--- config.mk ---
export PLATFORM = sky130hd
export DESIGN_NAME = timesharing_and_vector_pipe
export DESIGN_NICKNAME = d
export VERILOG_FILES = /design/src/rtl/tsm_pkg.sv /design/src/rtl/tsm_and_lane.sv /design/src/rtl/timesharing_and_vector_pipe.sv
export SDC_FILE = /design/constraint.sdc
export NUM_CORES = 1
export LEC_CHECK = 0
export CORE_MARGIN = 3
export CORE_UTILIZATION = 51
export CTS_BUF_LIST = sky130_fd_sc_hd__clkbuf_8
export DETAILED_ROUTE_END_ITERATION = 6
export GPL_ROUTABILITY_DRIVEN = 0
export HOLD_SLACK_MARGIN = 0.05
export MAX_ROUTING_LAYER = met4
export PLACE_DENSITY = 0.95
export SKIP_LAST_GASP = 1
export SLEW_MARGIN = 20
export SYNTH_ARGS = -nofsm -noshare
export SYNTH_HDL_FRONTEND = slang
export SYNTH_SLANG_ARGS = --single-unit
export TNS_END_PERCENT = 100
--- constraint.sdc ---
create_clock -name clk -period 2.3 [get_ports clk]
set_input_delay 0.23 -clock clk [delete_from_list [all_inputs] [get_ports clk]]
set_output_delay 0.23 -clock clk [all_outputs]
set_load 0.03 [all_outputs]
--- src/rtl/tsm_pkg.sv ---
// Shared slicing constants and per-lane register/output layouts for the
// first-order time-sharing masked AND pipeline.
package tsm_pkg;

    localparam int unsigned RAND_PER_LANE  = 3;
    localparam int unsigned RCOMP_PER_LANE = 2;

    // Stage-1 register contents of one lane.
    typedef struct packed {
        logic a1;
        logic b1;
        logic ab1;
        logic r1;
        logic r2;
        logic r3;
        logic a2;
        logic b2;
    } s1_lane_t;

    // Output shares of one lane.
    typedef struct packed {
        logic ab1;
        logic ab2;
        logic a1;
        logic a2;
        logic b1;
        logic b2;
    } out_lane_t;

    localparam int unsigned S1_W  = $bits(s1_lane_t);
    localparam int unsigned OUT_W = $bits(out_lane_t);

endpackage

--- src/rtl/tsm_and_lane.sv ---
// One masked AND lane: refresh + mask pre-stage feeding the stage-1 register,
// and the share recombination that reads it back.
module tsm_and_lane
    import tsm_pkg::*;
(
    input  logic                      a_share1_i,
    input  logic                      a_share2_i,
    input  logic                      b_share1_i,
    input  logic                      b_share2_i,
    input  logic [RAND_PER_LANE-1:0]  rand_i,
    input  logic [RCOMP_PER_LANE-1:0] rcomp_i,
    input  logic [S1_W-1:0]           s1_q_i,
    output logic [S1_W-1:0]           s1_d_o,
    output logic [OUT_W-1:0]          out_o
);

    logic      a1, a2, b1, b2;
    s1_lane_t  nxt;
    s1_lane_t  cur;
    out_lane_t res;

    // Share-1 and share-2 domains stay apart here; only masks cross them.
    always_comb begin
        a1      = a_share1_i ^ rcomp_i[0];
        a2      = a_share2_i ^ rcomp_i[0];
        b1      = b_share1_i ^ rcomp_i[1];
        b2      = b_share2_i ^ rcomp_i[1];
        nxt.a1  = a1 ^ rand_i[0];
        nxt.b1  = b1 ^ rand_i[1];
        nxt.ab1 = (a1 & b1) ^ rand_i[2];
        nxt.r1  = rand_i[0];
        nxt.r2  = rand_i[1];
        nxt.r3  = rand_i[2];
        nxt.a2  = a2;
        nxt.b2  = b2;
    end

    assign s1_d_o = nxt;
    assign cur    = s1_q_i;

    always_comb begin
        res.ab1 = cur.ab1 ^ (cur.a1 & cur.b2) ^ (cur.b1 & cur.a2);
        res.ab2 = cur.r3 ^ (cur.r1 & cur.b2) ^ (cur.r2 & cur.a2) ^ (cur.a2 & cur.b2);
        res.a1  = cur.a1;
        res.a2  = cur.r1 ^ cur.a2;
        res.b1  = cur.b1;
        res.b2  = cur.r2 ^ cur.b2;
    end

    assign out_o = res;

endmodule

--- src/rtl/timesharing_and_vector_pipe.sv ---
// WIDTH-lane first-order masked AND with elastic valid/ready pipeline;
// OUT_REG adds a second skid-free register stage on the outputs.
module timesharing_and_vector_pipe
    import tsm_pkg::*;
#(
    parameter int unsigned WIDTH   = 8,
    parameter int unsigned OUT_REG = 0
) (
    input  logic                                clk,
    input  logic                                rst,
    input  logic                                in_valid,
    output logic                                in_ready,
    input  logic [WIDTH-1:0]                    a_share1,
    input  logic [WIDTH-1:0]                    a_share2,
    input  logic [WIDTH-1:0]                    b_share1,
    input  logic [WIDTH-1:0]                    b_share2,
    input  logic [RAND_PER_LANE*WIDTH-1:0]      rand_bit,
    input  logic [RCOMP_PER_LANE*WIDTH-1:0]     rand_composable_bit,
    output logic                                out_valid,
    input  logic                                out_ready,
    output logic [WIDTH-1:0]                    output_ab_share1,
    output logic [WIDTH-1:0]                    output_ab_share2,
    output logic [WIDTH-1:0]                    output_a_share1,
    output logic [WIDTH-1:0]                    output_a_share2,
    output logic [WIDTH-1:0]                    output_b_share1,
    output logic [WIDTH-1:0]                    output_b_share2
);

    logic [WIDTH-1:0][S1_W-1:0]  s1_d;
    logic [WIDTH-1:0][S1_W-1:0]  s1_q;
    logic [WIDTH-1:0][OUT_W-1:0] res_c;
    logic [WIDTH-1:0][OUT_W-1:0] out_sel;
    logic                        s1_valid_q;
    logic                        s1_valid_d;
    logic                        s1_advance;
    logic                        accept;

    assign accept     = in_valid & in_ready;
    assign in_ready   = ~s1_valid_q | s1_advance;
    assign s1_valid_d = accept | (s1_valid_q & ~s1_advance);

    // Rand inputs are only captured on an accepted transfer.
    always_ff @(posedge clk) begin
        if (rst) begin
            s1_valid_q <= 1'b0;
            s1_q       <= '0;
        end else begin
            s1_valid_q <= s1_valid_d;
            if (accept) begin
                s1_q <= s1_d;
            end
        end
    end

    for (genvar i = 0; i < WIDTH; i++) begin : g_lane
        out_lane_t lane_out;

        tsm_and_lane u_lane (
            .a_share1_i (a_share1[i]),
            .a_share2_i (a_share2[i]),
            .b_share1_i (b_share1[i]),
            .b_share2_i (b_share2[i]),
            .rand_i     (rand_bit[RAND_PER_LANE*i +: RAND_PER_LANE]),
            .rcomp_i    (rand_composable_bit[RCOMP_PER_LANE*i +: RCOMP_PER_LANE]),
            .s1_q_i     (s1_q[i]),
            .s1_d_o     (s1_d[i]),
            .out_o      (res_c[i])
        );

        assign lane_out            = out_sel[i];
        assign output_ab_share1[i] = lane_out.ab1;
        assign output_ab_share2[i] = lane_out.ab2;
        assign output_a_share1[i]  = lane_out.a1;
        assign output_a_share2[i]  = lane_out.a2;
        assign output_b_share1[i]  = lane_out.b1;
        assign output_b_share2[i]  = lane_out.b2;
    end

    if (OUT_REG != 0) begin : g_out_reg
        logic                        s2_valid_q;
        logic                        s2_valid_d;
        logic [WIDTH-1:0][OUT_W-1:0] s2_q;

        // Stage 1 may move whenever stage 2 is empty or draining.
        assign s1_advance = ~s2_valid_q | out_ready;
        assign s2_valid_d = s1_advance ? s1_valid_q : s2_valid_q;

        always_ff @(posedge clk) begin
            if (rst) begin
                s2_valid_q <= 1'b0;
                s2_q       <= '0;
            end else begin
                s2_valid_q <= s2_valid_d;
                if (s1_valid_q & s1_advance) begin
                    s2_q <= res_c;
                end
            end
        end

        assign out_sel   = s2_q;
        assign out_valid = s2_valid_q;
    end else begin : g_out_comb
        assign s1_advance = out_ready;
        assign out_sel    = res_c;
        assign out_valid  = s1_valid_q;
    end

endmodule

Yosys cells after proc, flatten, opt, wreduce, memory -nomap -nowiden
Cells that the tools add are included.
{"block": "op_classes", "bitwise_logic": 166}
{"cell": "$xor 1x1->1", "n": 112}
{"cell": "$and 1x1->1", "n": 50}
{"cell": "$not 1->1", "n": 2}
{"cell": "$or 1x1->1", "n": 2}
{"block": "totals", "ff_bits": 65, "in_bits": 76, "output_inout_bits": 50, "elab_cells": 175}

Depth between registers and ports, before layout
Gate-level depths: netlist of the first run.
{"block": "logic_depth", "ltp_word": 4, "ltp_mapped": 6, "ltp_nobuf": 4}

Cells and area by module
From an unflattened synthesis of the first run, not the netlist that was laid out.
{"block": "unflattened", "hier_cells": 511, "hier_area_um2": 4401.7}
{"module": "timesharing_and_vector_pipe", "n_inst": 1, "cells_each": 295, "area_per_inst_um2": 2800.2, "seq_area_each_um2": 1301.2}
{"module": "tsm_and_lane", "n_inst": 8, "cells_each": 27, "area_per_inst_um2": 200.2, "seq_area_each_um2": 0.0}

Worst setup path after synthesis of the first run
Ideal clock, no wire load.
{"block": "synth_timing", "path_kind": "reg2reg", "startpoint": "reg s1_valid_q, in the netlist out_valid", "endpoint": "reg s1_q[0] (netlist bit)", "setup_ps": 81, "arrival_ps": 1395, "required_ps": 2219, "slack_ps": 824, "path_stages_with_launch": 7, "path_buffers": 3, "synth_period_minus_slack_ps": 1476, "path_cell_list": "dfxtp_1 > nand2b_4 > and2_4 > buf_6 > buf_6 > buf_6 > a211oi_2"}
{"block": "synth_between", "elab_chain_cells": 3}
{"item": "start, declared", "line_no": "timesharing_and_vector_pipe.sv:33", "source": "logic s1_valid_q;"}
{"item": "start signal, assigned", "line_no": "timesharing_and_vector_pipe.sv:48", "source": "s1_valid_q <= s1_valid_d;"}
{"item": "$not 1->1", "line_no": "timesharing_and_vector_pipe.sv:39", "source": "assign in_ready = ~s1_valid_q | s1_advance;"}
{"item": "$or 1x1->1", "line_no": "timesharing_and_vector_pipe.sv:39"}
{"item": "via in_ready", "line_no": "timesharing_and_vector_pipe.sv:12", "source": "output logic in_ready,"}
{"item": "$and 1x1->1", "line_no": "timesharing_and_vector_pipe.sv:38", "source": "assign accept = in_valid & in_ready;"}
{"item": "end signal, assigned", "line_no": "timesharing_and_vector_pipe.sv:46", "source": "s1_q <= '0;"}
{"item": "end signal, assigned", "line_no": "timesharing_and_vector_pipe.sv:50", "source": "s1_q <= s1_d;"}
{"item": "end, declared", "line_no": "timesharing_and_vector_pipe.sv:30", "source": "logic [WIDTH-1:0][S1_W-1:0] s1_q;"}
The timed path passes the listed nets, and every way through them passes these cells.
A chain may end at the register's enable or synchronous reset.

Worst setup path in the final report of the first run
{"block": "layout_timing", "startpoint": "reg s1_q[48] (netlist bit)", "endpoint": "out output_ab_share1[6]"}
{"block": "layout_between", "elab_chain_cells": 3}
{"item": "$and 1x1->1", "line_no": "tsm_and_lane.sv:42", "source": "res.ab1 = cur.ab1 ^ (cur.a1 & cur.b2) ^ (cur.b1 & cur.a2);"}
{"item": "$xor 1x1->1 (2 in a row)", "line_no": "tsm_and_lane.sv:42"}
{"item": "end, declared", "line_no": "timesharing_and_vector_pipe.sv:21", "source": "output logic [WIDTH-1:0] output_ab_share1,"}
No other way between the ends.

==> results.rst, run 1 <==
.. list-table::
   :header-rows: 1

   * - Metric
     - Value
   * - Sum of negative setup slack
     - 0 ns
   * - Core ar.
     - slightly below 7000 um^2
   * - Highest ir drop seen on vdd
     - 0.4201 mV
   * - Most frequent cell on the critical path
     - sky130_fd_sc_hd__xnor2_1
   * - CTS tree
     - yes
   * - Fraction of layout cells with a size suffix above 1
     - 7.407%
   * - Maximum number of pins on one net before global-route repair
     - 89
   * - Reg clk slew, reported paths
     - 0.06 ns
   * - Crit path required time
     - 2.07 ns
   * - Crit path setup slack, layout
     - ~0.13 ns
   * - Number of buffer cells added on primary ports
     - 125
   * - Vias in the first global route
     - roughly 3300
   * - CP cell instances
     - nand2_1 > xnor2_1 > xnor2_1 > clkdlybuf4s50_1
   * - Hold violation count in the final report
     - 0
   * - CP Launch Type
     - flop
   * - FF-to-FF End
     - s1_q[33]$_SDFFE_PP0P_
   * - Root buffer selected by CTS
     - sky130_fd_sc_hd__clkbuf_8
   * - Worst Setup Path Type
     - flop to primary output
   * - Via count normalized by instance count
     - 5.160
   * - Initial antenna violation count
     - 0
   * - Residual overflow from global routing
     - 0
   * - Fraction of the yosys area taken by sequential cells
     - 35.89%
   * - Leakage power figure
     - 1.888 nW
   * - Post-Synthesis Cell Area
     - 3626 um^2
   * - Maximum clock frequency
     - 0.4613 GHz
   * - Tightest Pin Transition
     - 0.7357 ns
   * - Slew HR
     - 50.96%
   * - Number of library cell types mapped by synthesis
     - 20
   * - Delay of the slowest cell on the worst path
     - ~0.7 ns
   * - Routed Wire Length
     - 8982 um
   * - Result of the run
     - complete, no violations
   * - Drt first pass iters
     - 4
   * - Chip Width
     - 90.32 um
   * - Clock net sink count
     - 65
   * - Startpoint of the worst setup timing path
     - s1_q[48]$_SDFFE_PP0P_
   * - Path category of the worst min-delay check
     - input port to flop
   * - Final setup violating endpoints
     - 0
   * - Most used cells in the layout excluding fill and tap cells
     - sky130_fd_sc_hd__clkdlybuf4s50_1 (115), sky130_fd_sc_hd__nand2_1 (105), sky130_fd_sc_hd__xnor2_1 (80)
   * - Slack of the worst reg-to-reg path
     - roughly 0.92 ns
   * - Cell count along the critical path
     - 4
   * - Diode count
     - 0
   * - All-layer global routing usage
     - 22.57%
   * - H-tree levels
     - 3
   * - Critical path capture point type
     - primary output
   * - Post-layout instance count excluding filler cells
     - ~640
   * - DRC violation count after routing
     - 0
   * - Library cell occupying the most area in the post-synthesis netlist
     - sky130_fd_sc_hd__dfxtp_1
   * - Count of standard-cell rows
     - 30
   * - Global-route wire length before repair
     - 14790 um
   * - Effective utilization at floorplan
     - 53.08%
   * - Area contributors post-synth
     - sky130_fd_sc_hd__dfxtp_1 (36%), sky130_fd_sc_hd__xnor2_1 (19%), sky130_fd_sc_hd__nand2_1 (11%)
   * - Buf+Inv Stages, Crit Path
     - 1
   * - Chip Height
     - 90.32 um
   * - Number of placed cells counting well taps
     - 622
   * - Max capacitance violation total
     - 0
   * - Net count after synthesis
     - ~510
   * - Critical register-to-register path startpoint
     - out_valid$_SDFF_PP0_
   * - Highest fanout seen on the critical path
     - 6
   * - Number of slew-limit violations in the final report
     - 0
   * - Arr. time, crit path
     - 1.94 ns
   * - Starting DRC count in detailed routing
     - around 130
   * - Leading cell type in the layout, fill and taps excluded
     - sky130_fd_sc_hd__clkdlybuf4s50_1
   * - Power density over the cells
     - approximately 650 nW/um^2
   * - RSZ-0062 raised after global routing
     - no
   * - Area Overhead vs Synth
     - 37.89%
   * - Fraction of synthesized cell area taken by the top area cell type
     - 35.89%
   * - # IOs
     - 126
   * - Period utilization
     - 94.25%
   * - Worst Clk Skew
     - 0.007821 ns
   * - Final net count
     - 613
   * - Later-pin clock latency in the skew report
     - 0.33 ns
   * - Average routed wire per standard cell
     - 14.12 um
   * - R2r worst-path depth
     - 5
   * - Via count
     - 3282
   * - Count of nets left with antenna violations after detail routing
     - 0
   * - Synthesized netlist cell count
     - 435
   * - Die ar.
     - about 8200 um^2
   * - Kind of cell adding the most delay to the critical path
     - buffers and inverters
   * - Cts bufs inserted
     - 9
   * - Warnings from Yosys
     - 0
   * - Worst setup endpoint
     - output_ab_share1[6]
   * - Worst slack at placement
     - 0.3503 ns
   * - Critical-path top delay cell
     - sky130_fd_sc_hd__clkdlybuf4s50_1
   * - #FFs+latches synth
     - 65
   * - Detailed placement HPWL
     - 6694 um
   * - Min Tclk post-route
     - ~2.2 ns
   * - Maximum number of buffers from clock root to sink
     - 2
   * - Mean post-synth cell area
     - 8.336 um^2
routing by layer:
metal  vias up  wire length, um  GRT usage (%)
li1       1613                -              -
met1      1543             3602          24.83
met2       107             4734          39.27
met3        19              441          4.750
met4         0              204          10.08
met5         -                0              -
flip-flops by register name, indices dropped and copies added, names as in the netlist:
signal     cells
out_valid      1
s1_q          64
report_power, final:
group / internal, mW / switching, mW
logic: 0.490 / 0.531
clock network: 0.512 / 0.411
registers: 1.21 / 0.0974
logic make-up (layout without fill, tap and decap cells):
kind of cell,count (synthesis),count (layout),synth area share [%]
and+or+nand+nor,155,155,17.84
xor gates and xnor gates,96,96,23.19
AOI/OAI and AO/OA,81,81,16.43
DFF,65,65,35.89
buffers and inverters,38,143,6.660
worst reg2reg max path: stages (launching register included):
cell	delay, ns
sky130_fd_sc_hd__dfxtp_1	0.34
sky130_fd_sc_hd__nand2b_4	0.09
sky130_fd_sc_hd__and2_4	0.16
sky130_fd_sc_hd__buf_12	0.33
sky130_fd_sc_hd__nor2_1	0.11
sky130_fd_sc_hd__a211oi_1	0.25
worst min path at each step:
stage / slack (ns) / from / depth (start not counted) / endpoint
floorplan: 0.36 / in_valid / 2 / out_valid$_SDFF_PP0_
global placement: 0.46 / s1_q[30]$_SDFFE_PP0P_ / 2 / s1_q[30]$_SDFFE_PP0P_
detailed placement: 0.46 / s1_q[26]$_SDFFE_PP0P_ / 2 / s1_q[26]$_SDFFE_PP0P_
CTS: 0.47 / rst / 2 / s1_q[34]$_SDFFE_PP0P_
global route: 0.50 / s1_q[26]$_SDFFE_PP0P_ / 2 / s1_q[26]$_SDFFE_PP0P_
finish: 0.47 / rst / 2 / s1_q[34]$_SDFFE_PP0P_
metrics by stage:
stage	instance area (um^2)	utilization [%]	hold WS [ns]	power, mW
2_1_floorplan	3626	-	0.3595	1.961
6_report	5000	73.19	0.4656	3.255
3_5_place_dp	4802	70.29	0.4641	2.362
3_3_place_gp	4802	70.29	0.4566	2.327
5_1_grt	5000	73.19	0.5020	3.406
4_1_cts	4982	72.93	0.4713	3.278
area by class of cell:
cell class	count	area, um^2
clock buffer	10	137.6
timing repair buffer	128	1309
tap	96	120.1
sequential	65	1301
clock inverter	4	45.04
inverter	1	3.754
fill	511	1832
multi-input combinational	332	2083
synth_stat cells:
library cell	instances
sky130_fd_sc_hd__and2_4	1
sky130_fd_sc_hd__buf_2	7
sky130_fd_sc_hd__xnor2_1	80
sky130_fd_sc_hd__buf_4	16
sky130_fd_sc_hd__xor2_1	16
sky130_fd_sc_hd__buf_1	2
sky130_fd_sc_hd__buf_6	4
sky130_fd_sc_hd__clkbuf_1	8
sky130_fd_sc_hd__o31ai_1	8
sky130_fd_sc_hd__inv_1	1
sky130_fd_sc_hd__dfxtp_1	65
sky130_fd_sc_hd__a211oi_1	4
sky130_fd_sc_hd__a31oi_1	8
sky130_fd_sc_hd__a21oi_1	41
sky130_fd_sc_hd__nor2_1	32
sky130_fd_sc_hd__nand3b_1	8
sky130_fd_sc_hd__nand2_1	105
sky130_fd_sc_hd__nand2b_1	8
sky130_fd_sc_hd__nand2b_4	1
sky130_fd_sc_hd__a211oi_2	20
timing repair:
item | in CTS | in global routing
hold buffers | 0 | 0
hold endpoints to repair | 0 | 0
setup endpoints to repair | 2 | 7
gates resized for setup | 2 | 7
gates cloned | 0 | 0
buffers inserted | 0 | 0
Note: power is estimated with default switching activity, not from simulation.
==> run 2: changes to the inputs <==
Settings changed: CORE_UTILIZATION 51 to 49, CTS_BUF_LIST sky130_fd_sc_hd__clkbuf_8 to not set.
==> results.rst, run 2 (synthesis results as in run 1) <==
.. list-table::
   :header-rows: 1

   * - Metric
     - Value
   * - Hold buffer count at CTS
     - 0 (unchanged)
   * - RSZ-0062 raised after global routing
     - no (unchanged)
   * - Number of flip-flops in the largest register
     - 64 (unchanged)
   * - Starting DRC count in detailed routing
     - 110 (was 126)
   * - Critical register-to-register path startpoint
     - out_valid$_SDFF_PP0_ (unchanged)
   * - Chip Width
     - 92.02 um (was 90.32 um)
   * - Endpoint, Worst Hold
     - s1_q[42]$_SDFFE_PP0P_ (was s1_q[34]$_SDFFE_PP0P_)
   * - Worst min-delay path startpoint
     - s1_q[42]$_SDFFE_PP0P_ (was rst)
   * - Sum of negative setup slack
     - 0 ns (unchanged)
   * - Core ar.
     - 6982 um^2 (was 6832 um^2)
   * - H-tree levels
     - 3 (unchanged)
   * - FF-to-FF End
     - s1_q[21]$_SDFFE_PP0P_ (was s1_q[33]$_SDFFE_PP0P_)
   * - Highest fanout seen on the critical path
     - 6 (unchanged)
   * - Fraction of layout cells with a size suffix above 1
     - 7.196% (was 7.407%)
   * - Worst Clk Skew
     - 0.004342 ns (was 0.007821 ns)
   * - Vias in the first global route
     - 3384 (was 3296)
   * - Later-pin clock latency in the skew report
     - 0.32 ns (was 0.33 ns)
   * - Highest ir drop seen on vdd
     - 0.3761 mV (was 0.4201 mV)
   * - Initial antenna violation count
     - 0 (unchanged)
   * - Count of nets left with antenna violations after detail routing
     - 0 (unchanged)
   * - Root buffer selected by CTS
     - sky130_fd_sc_hd__clkbuf_8 (unchanged)
   * - Leading cell type in the layout, fill and taps excluded
     - sky130_fd_sc_hd__clkdlybuf4s50_1 (unchanged)
   * - Worst slack at placement
     - 0.3779 ns (was 0.3503 ns)
   * - Crit path required time
     - 2.07 ns (about the same)
   * - Maximum number of buffers from clock root to sink
     - 2 (unchanged)
   * - Average routed wire per standard cell
     - 14.37 um (was 14.12 um)
   * - Max capacitance violation total
     - 0 (unchanged)
   * - Result of the run
     - complete, no violations (unchanged)
   * - CTS tree
     - yes (unchanged)
   * - Final net count
     - 613 (unchanged)
   * - Number of slew-limit violations in the final report
     - 0 (unchanged)
   * - CP Launch Type
     - flop (unchanged)
   * - Global-route wire length before repair
     - 15170 um (was 14790 um)
   * - Area Overhead vs Synth
     - 38.16% (was 37.89%)
   * - Worst hold path stage count
     - 2 (unchanged)
   * - Crit path setup slack, layout
     - 0.1419 ns (was 0.1322 ns)
   * - Power density over the cells
     - 652.5 nW/um^2 (was 651.0 nW/um^2)
   * - Maximum clock frequency
     - 0.4634 GHz (was 0.4613 GHz)
   * - R2r worst-path depth
     - 5 (unchanged)
   * - Final setup violating endpoints
     - 0 (unchanged)
   * - Leakage power figure
     - 1.899 nW (was 1.888 nW)
   * - Drt first pass iters
     - 5 (was 4)
   * - Min Tclk post-route
     - 2.158 ns (was 2.168 ns)
   * - Die ar.
     - 8468 um^2 (was 8158 um^2)
   * - Placed instance area
     - 4802 um^2 (unchanged)
   * - Worst Setup Path Type
     - flop to primary output (unchanged)
   * - Arr. time, crit path
     - 1.93 ns (was 1.94 ns)
   * - Multi-input gate area
     - 2083 um^2 (unchanged)
   * - Chip Height
     - 92.02 um (was 90.32 um)
   * - Period utilization
     - 93.83% (was 94.25%)
   * - Path category of the worst min-delay check
     - flop to flop (was input port to flop)
   * - Residual overflow from global routing
     - 0 (unchanged)
   * - Count of standard-cell rows
     - 30 (unchanged)
   * - Slew HR
     - 49.86% (was 50.96%)
   * - Clock net sink count
     - 65 (unchanged)
   * - Maximum number of pins on one net before global-route repair
     - 89 (unchanged)
   * - Hold violation count in the final report
     - 0 (unchanged)
   * - Tightest Pin Transition
     - 0.7521 ns (was 0.7357 ns)
   * - Most used cells in the layout excluding fill and tap cells
     - sky130_fd_sc_hd__clkdlybuf4s50_1 (115), sky130_fd_sc_hd__nand2_1 (105), sky130_fd_sc_hd__xnor2_1 (80) (unchanged)
   * - # IOs
     - 126 (unchanged)
   * - Via count normalized by instance count
     - 5.100 (was 5.160)
   * - DRC violation count after routing
     - 0 (unchanged)
   * - Cell area after layout
     - 5010 um^2 (was 5000 um^2)
   * - Seq. cell area
     - 1301 um^2 (unchanged)
   * - Largest reg by FF count
     - s1_q (unchanged)
   * - Number of buffer cells added on primary ports
     - 125 (unchanged)
   * - Slack of the worst reg-to-reg path
     - 0.91 ns (was 0.92 ns)
   * - Via count
     - 3254 (was 3282)
   * - Detailed placement HPWL
     - 6891 um (was 6694 um)
   * - Filler Cells Inserted
     - 524 (was 511)
   * - Effective utilization at floorplan
     - 51.94% (was 53.08%)
   * - Critical path capture point type
     - primary output (unchanged)
   * - Diode count
     - 0 (unchanged)
   * - Post-CTS setup-driven buffer insertion count
     - 0 (unchanged)
   * - Reg clk slew, reported paths
     - 0.07 ns (was 0.06 ns)
   * - All-layer global routing usage
     - 22.47% (was 22.57%)
   * - Cts bufs inserted
     - 9 (unchanged)
   * - Routed Wire Length
     - 9170 um (was 8982 um)
   * - Number of gates resized after cts
     - 1 (was 2)
-- run 2: worst max-delay path, cell delays in order, from the launching register on --
cell                              delay, ns
sky130_fd_sc_hd__dfxtp_1               0.43
sky130_fd_sc_hd__nand2_1               0.09
sky130_fd_sc_hd__xnor2_1               0.23
sky130_fd_sc_hd__xnor2_1               0.16
sky130_fd_sc_hd__clkdlybuf4s50_1       0.70
-- run 2: power by group --
group          total, mW  internal (mW)  leakage (nW)  switching (mW)
clock              0.930          0.529        0.0974           0.402
combinational       1.03          0.491          1.26           0.535
sequential          1.31           1.21         0.537          0.0987
-- run 2: metrics by stage --
stage          hold WS, ns  total power, mW  cells  utilization [%]
3_5_place_dp        0.4650            2.367    622            68.78
3_3_place_gp        0.4551            2.328    622            68.78
4_1_cts             0.4691            3.299    638            71.47
2_1_floorplan       0.3595            1.961    435                -
6_report            0.4757            3.269    638            71.76
5_1_grt             0.4943            3.422    638            71.76
-- run 2: worst max path at each step --
stage,start,endpoint
floorplan,out_valid$_SDFF_PP0_,s1_q[0]$_SDFFE_PP0P_
global placement,s1_q[32]$_SDFFE_PP0P_,output_ab_share2[4]
detailed placement,s1_q[57]$_SDFFE_PP0P_,output_ab_share2[7]
CTS,s1_q[41]$_SDFFE_PP0P_,output_ab_share2[5]
global route,s1_q[33]$_SDFFE_PP0P_,output_ab_share1[4]
finish,s1_q[49]$_SDFFE_PP0P_,output_ab_share1[6]
-- run 2: cell type report --
| type | instances | area share (%) |
|---|---|---|
| multi-input combinational | 332 | 41.58 |
| timing repair buffer | 128 | 26.20 |
| sequential | 65 | 25.97 |
| clock buffer | 13 | 2.972 |
| tap | 96 | 2.398 |
| clock inverter | 3 | 0.7992 |
| inverter | 1 | 0.07493 |
-- run 2: metal layers --
layer	track usage [%]	vias to the layer above	part of all wire, %
met5	-	-	0
met4	8.045	0	1.4
met3	3.610	14	5.0
met2	40.75	110	53
met1	24.82	1517	41
li1	-	1613	-
==> run 3: changes to the inputs <==
Settings changed: CORE_UTILIZATION 49 to 51, CTS_BUF_LIST set to sky130_fd_sc_hd__clkbuf_8, SKIP_LAST_GASP 1 to not set.
Clock period 2.3 ns to 2.7 ns, I/O delays scaled along.
==> results.rst, run 3 (synthesis results as in run 1) <==
.. list-table::
   :header-rows: 1

   * - Metric
     - Value
   * - Seq. cell area
     - 1301 um^2 (unchanged)
   * - Drt first pass iters
     - 4 (was 5)
   * - Post-CTS setup-driven buffer insertion count
     - 0 (unchanged)
   * - Diode count
     - 0 (unchanged)
   * - Path category of the worst min-delay check
     - flop to flop (unchanged)
   * - CP Launch Type
     - flop (unchanged)
   * - Effective utilization at floorplan
     - 53.08% (was 51.94%)
   * - Core ar.
     - 6832 um^2 (was 6982 um^2)
   * - Power density over the cells
     - 538.8 nW/um^2 (was 652.5 nW/um^2)
   * - Min Tclk post-route
     - roughly 2.4 ns
   * - Count of nets left with antenna violations after detail routing
     - 0 (unchanged)
   * - Via count
     - 3203 (was 3254)
   * - Average routed wire per standard cell
     - 13.49 um (was 14.37 um)
   * - Detailed placement HPWL
     - 6609 um (was 6891 um)
   * - Sum of negative setup slack
     - 0 ns (unchanged)
   * - Arr. time, crit path
     - 2.10 ns (was 1.93 ns)
   * - Routed Wire Length
     - 8609 um (was 9170 um)
   * - Area Overhead vs Synth
     - 37.09% (was 38.16%)
   * - Later-pin clock latency in the skew report
     - 0.32 ns (about the same)
   * - Hold buffer count at CTS
     - 0 (unchanged)
   * - Maximum number of buffers from clock root to sink
     - 2 (unchanged)
   * - Detail Route met3 WL
     - 412 um (was 459 um)
   * - Global-route wire length before repair
     - 14340 um (was 15170 um)
   * - Period utilization
     - between 80 and 90%
   * - Die ar.
     - 8158 um^2 (was 8468 um^2)
   * - DRC violation count after routing
     - 0 (unchanged)
   * - Result of the run
     - complete, no violations (unchanged)
   * - Delay of the slowest cell on the worst path
     - 0.71 ns (was 0.70 ns)
   * - Slack of the worst reg-to-reg path
     - 1.00 ns (was 0.91 ns)
   * - Final net count
     - 614 (was 613)
   * - All-layer global routing usage
     - 21.79% (was 22.47%)
   * - Number of slew-limit violations in the final report
     - 0 (unchanged)
   * - Maximum number of pins on one net before global-route repair
     - 45 (was 89)
   * - Leakage power figure
     - 1.777 nW (was 1.899 nW)
   * - Leading cell type in the layout, fill and taps excluded
     - sky130_fd_sc_hd__clkdlybuf4s50_1 (unchanged)
   * - RSZ-0062 raised after global routing
     - no (unchanged)
   * - CP cell instances
     - nand2_1 > o31ai_1 > a31oi_1 > xnor2_1 > clkdlybuf4s50_1 (was nand2_1 > xnor2_1 > xnor2_1 > clkdlybuf4s50_1)
   * - Routed metal-1 wire length
     - 3643 um (was 3737 um)
   * - Highest ir drop seen on vdd
     - 0.2871 mV (was 0.3761 mV)
   * - Clock net sink count
     - 65 (unchanged)
   * - Reg clk slew, reported paths
     - 0.07 ns (about the same)
   * - Count of standard-cell rows
     - 30 (unchanged)
   * - Kind of cell adding the most delay to the critical path
     - buffers and inverters (unchanged)
   * - Worst Clk Skew
     - 0.005672 ns (was 0.004342 ns)
   * - Chip Height
     - 90.32 um (was 92.02 um)
   * - Root buffer selected by CTS
     - sky130_fd_sc_hd__clkbuf_8 (unchanged)
   * - Via count normalized by instance count
     - 5.020 (was 5.100)
   * - Vias in the first global route
     - 3095 (was 3384)
   * - Maximum clock frequency
     - 0.4222 GHz
   * - Starting DRC count in detailed routing
     - 126 (was 110)
   * - Buf+Inv Stages, Crit Path
     - 1 (unchanged)
   * - Fraction of layout cells with a size suffix above 1
     - 7.565% (was 7.196%)
   * - Final setup violating endpoints
     - 0 (unchanged)
   * - Overall power
     - 2.678 mW (was 3.269 mW)
   * - Filler Cells Inserted
     - 516 (was 524)
   * - H-tree levels
     - 3 (unchanged)
   * - Hold violation count in the final report
     - 0 (unchanged)
   * - Highest fanout seen on the critical path
     - 6 (unchanged)
   * - Multi-input gate area
     - 2083 um^2 (unchanged)
   * - Critical-path top delay cell
     - sky130_fd_sc_hd__clkdlybuf4s50_1 (unchanged)
   * - Detailed-routed wire length on met2
     - 4431 um (was 4848 um)
   * - Number of flip-flops in the largest register
     - 64 (unchanged)
   * - # IOs
     - 126 (unchanged)
   * - Critical path capture point type
     - primary output (unchanged)
   * - Number of gates resized after cts
     - 0 (was 1)
   * - Worst Setup Path Type
     - flop to primary output (unchanged)
   * - Chip Width
     - 90.32 um (was 92.02 um)
   * - Cts bufs inserted
     - 9 (unchanged)
   * - Tightest Pin Transition
     - 0.7203 ns (was 0.7521 ns)
   * - Number of buffer cells added on primary ports
     - 125 (unchanged)
   * - Most used cells in the layout excluding fill and tap cells
     - sky130_fd_sc_hd__clkdlybuf4s50_1 (124), sky130_fd_sc_hd__nand2_1 (105), sky130_fd_sc_hd__xnor2_1 (80) (was sky130_fd_sc_hd__clkdlybuf4s50_1 (115), sky130_fd_sc_hd__nand2_1 (105), sky130_fd_sc_hd__xnor2_1 (80))
   * - CTS tree
     - yes (unchanged)
   * - Slew HR
     - 51.98% (was 49.86%)
   * - Crit path required time
     - 2.43 ns (was 2.07 ns)
   * - Initial antenna violation count
     - 0 (unchanged)
   * - Residual overflow from global routing
     - 0 (unchanged)
   * - Highest routed metal layer
     - met4 (unchanged)
   * - Max capacitance violation total
     - 0 (unchanged)
   * - Largest reg by FF count
     - s1_q (unchanged)
==> run 3: cell types whose count changed in the layout (fill, tap and decap cells not counted), moves of 2 or more <==
cell,previous run,this run
sky130_fd_sc_hd__clkinv_2,2,4
sky130_fd_sc_hd__clkbuf_1,3,0
sky130_fd_sc_hd__clkdlybuf4s50_1,115,124
sky130_fd_sc_hd__dlymetal6s2s_1,8,0
==> run 3: path summary, 6_finish.rpt <==
check / start / to / cells after the start
worst min register to register: s1_q[18]$_SDFFE_PP0P_ / s1_q[18]$_SDFFE_PP0P_ / 2
worst min-delay path: s1_q[18]$_SDFFE_PP0P_ / s1_q[18]$_SDFFE_PP0P_ / 2
worst max register to register: out_valid$_SDFF_PP0_ / s1_q[12]$_SDFFE_PP0P_ / 5
worst max-delay path: s1_q[33]$_SDFFE_PP0P_ / output_ab_share2[4] / 5
==> run 3: per-stage QoR <==
stage                     worst slack, ns  area (um^2)  instances  hold WS (ns)  util [%]
after global placement             0.7274         4810        623        0.4559     70.40
after CTS                          0.3331         4971        638        0.4742     72.77
after floorplan                     1.186         3626        435        0.3995         -
after detailed placement           0.6288         4810        623        0.4651     70.40
final                              0.3314         4971        638        0.4742     72.77
after global routing               0.2252         4971        638        0.4870     72.77
==> run 3: final cells by class <==
class / count / area share [%]
multi-input combinational: 332 / 41.91
sequential: 65 / 26.18
timing repair buffer: 129 / 26.18
tap: 96 / 2.416
inverter: 1 / 0.07551
clock buffer: 10 / 2.769
clock inverter: 5 / 0.4782
==> run 3: report_power, final <==
| part | internal (mW) | leakage, nW | total, mW | switching [mW] |
|---|---|---|---|---|
| Combinational | 0.423 | 1.15 | 0.874 | 0.451 |
| Clock | 0.343 | 0.0929 | 0.688 | 0.344 |
| Sequential | 1.03 | 0.537 | 1.12 | 0.0820 |
| Total | 1.80 | 1.78 | 2.68 | 0.878 |
==> run 3: per-layer routing <==
layer | up-vias | GRT usage [%]
met1 | 1468 | 26.53
li1 | 1610 | -
met2 | 112 | 36.15
met3 | 13 | 3.750
met4 | 0 | 8.418
met5 | - | -
==> run 3: worst reg2reg max path, delay by kind of cell (launching register included) <==
kind | cells | cell delay, ns
buffers and inverters | 1 | 0.38
AOI/OAI and AO/OA | 1 | 0.16
and+or+nand+nor | 3 | 0.71
DFF | 1 | 0.37
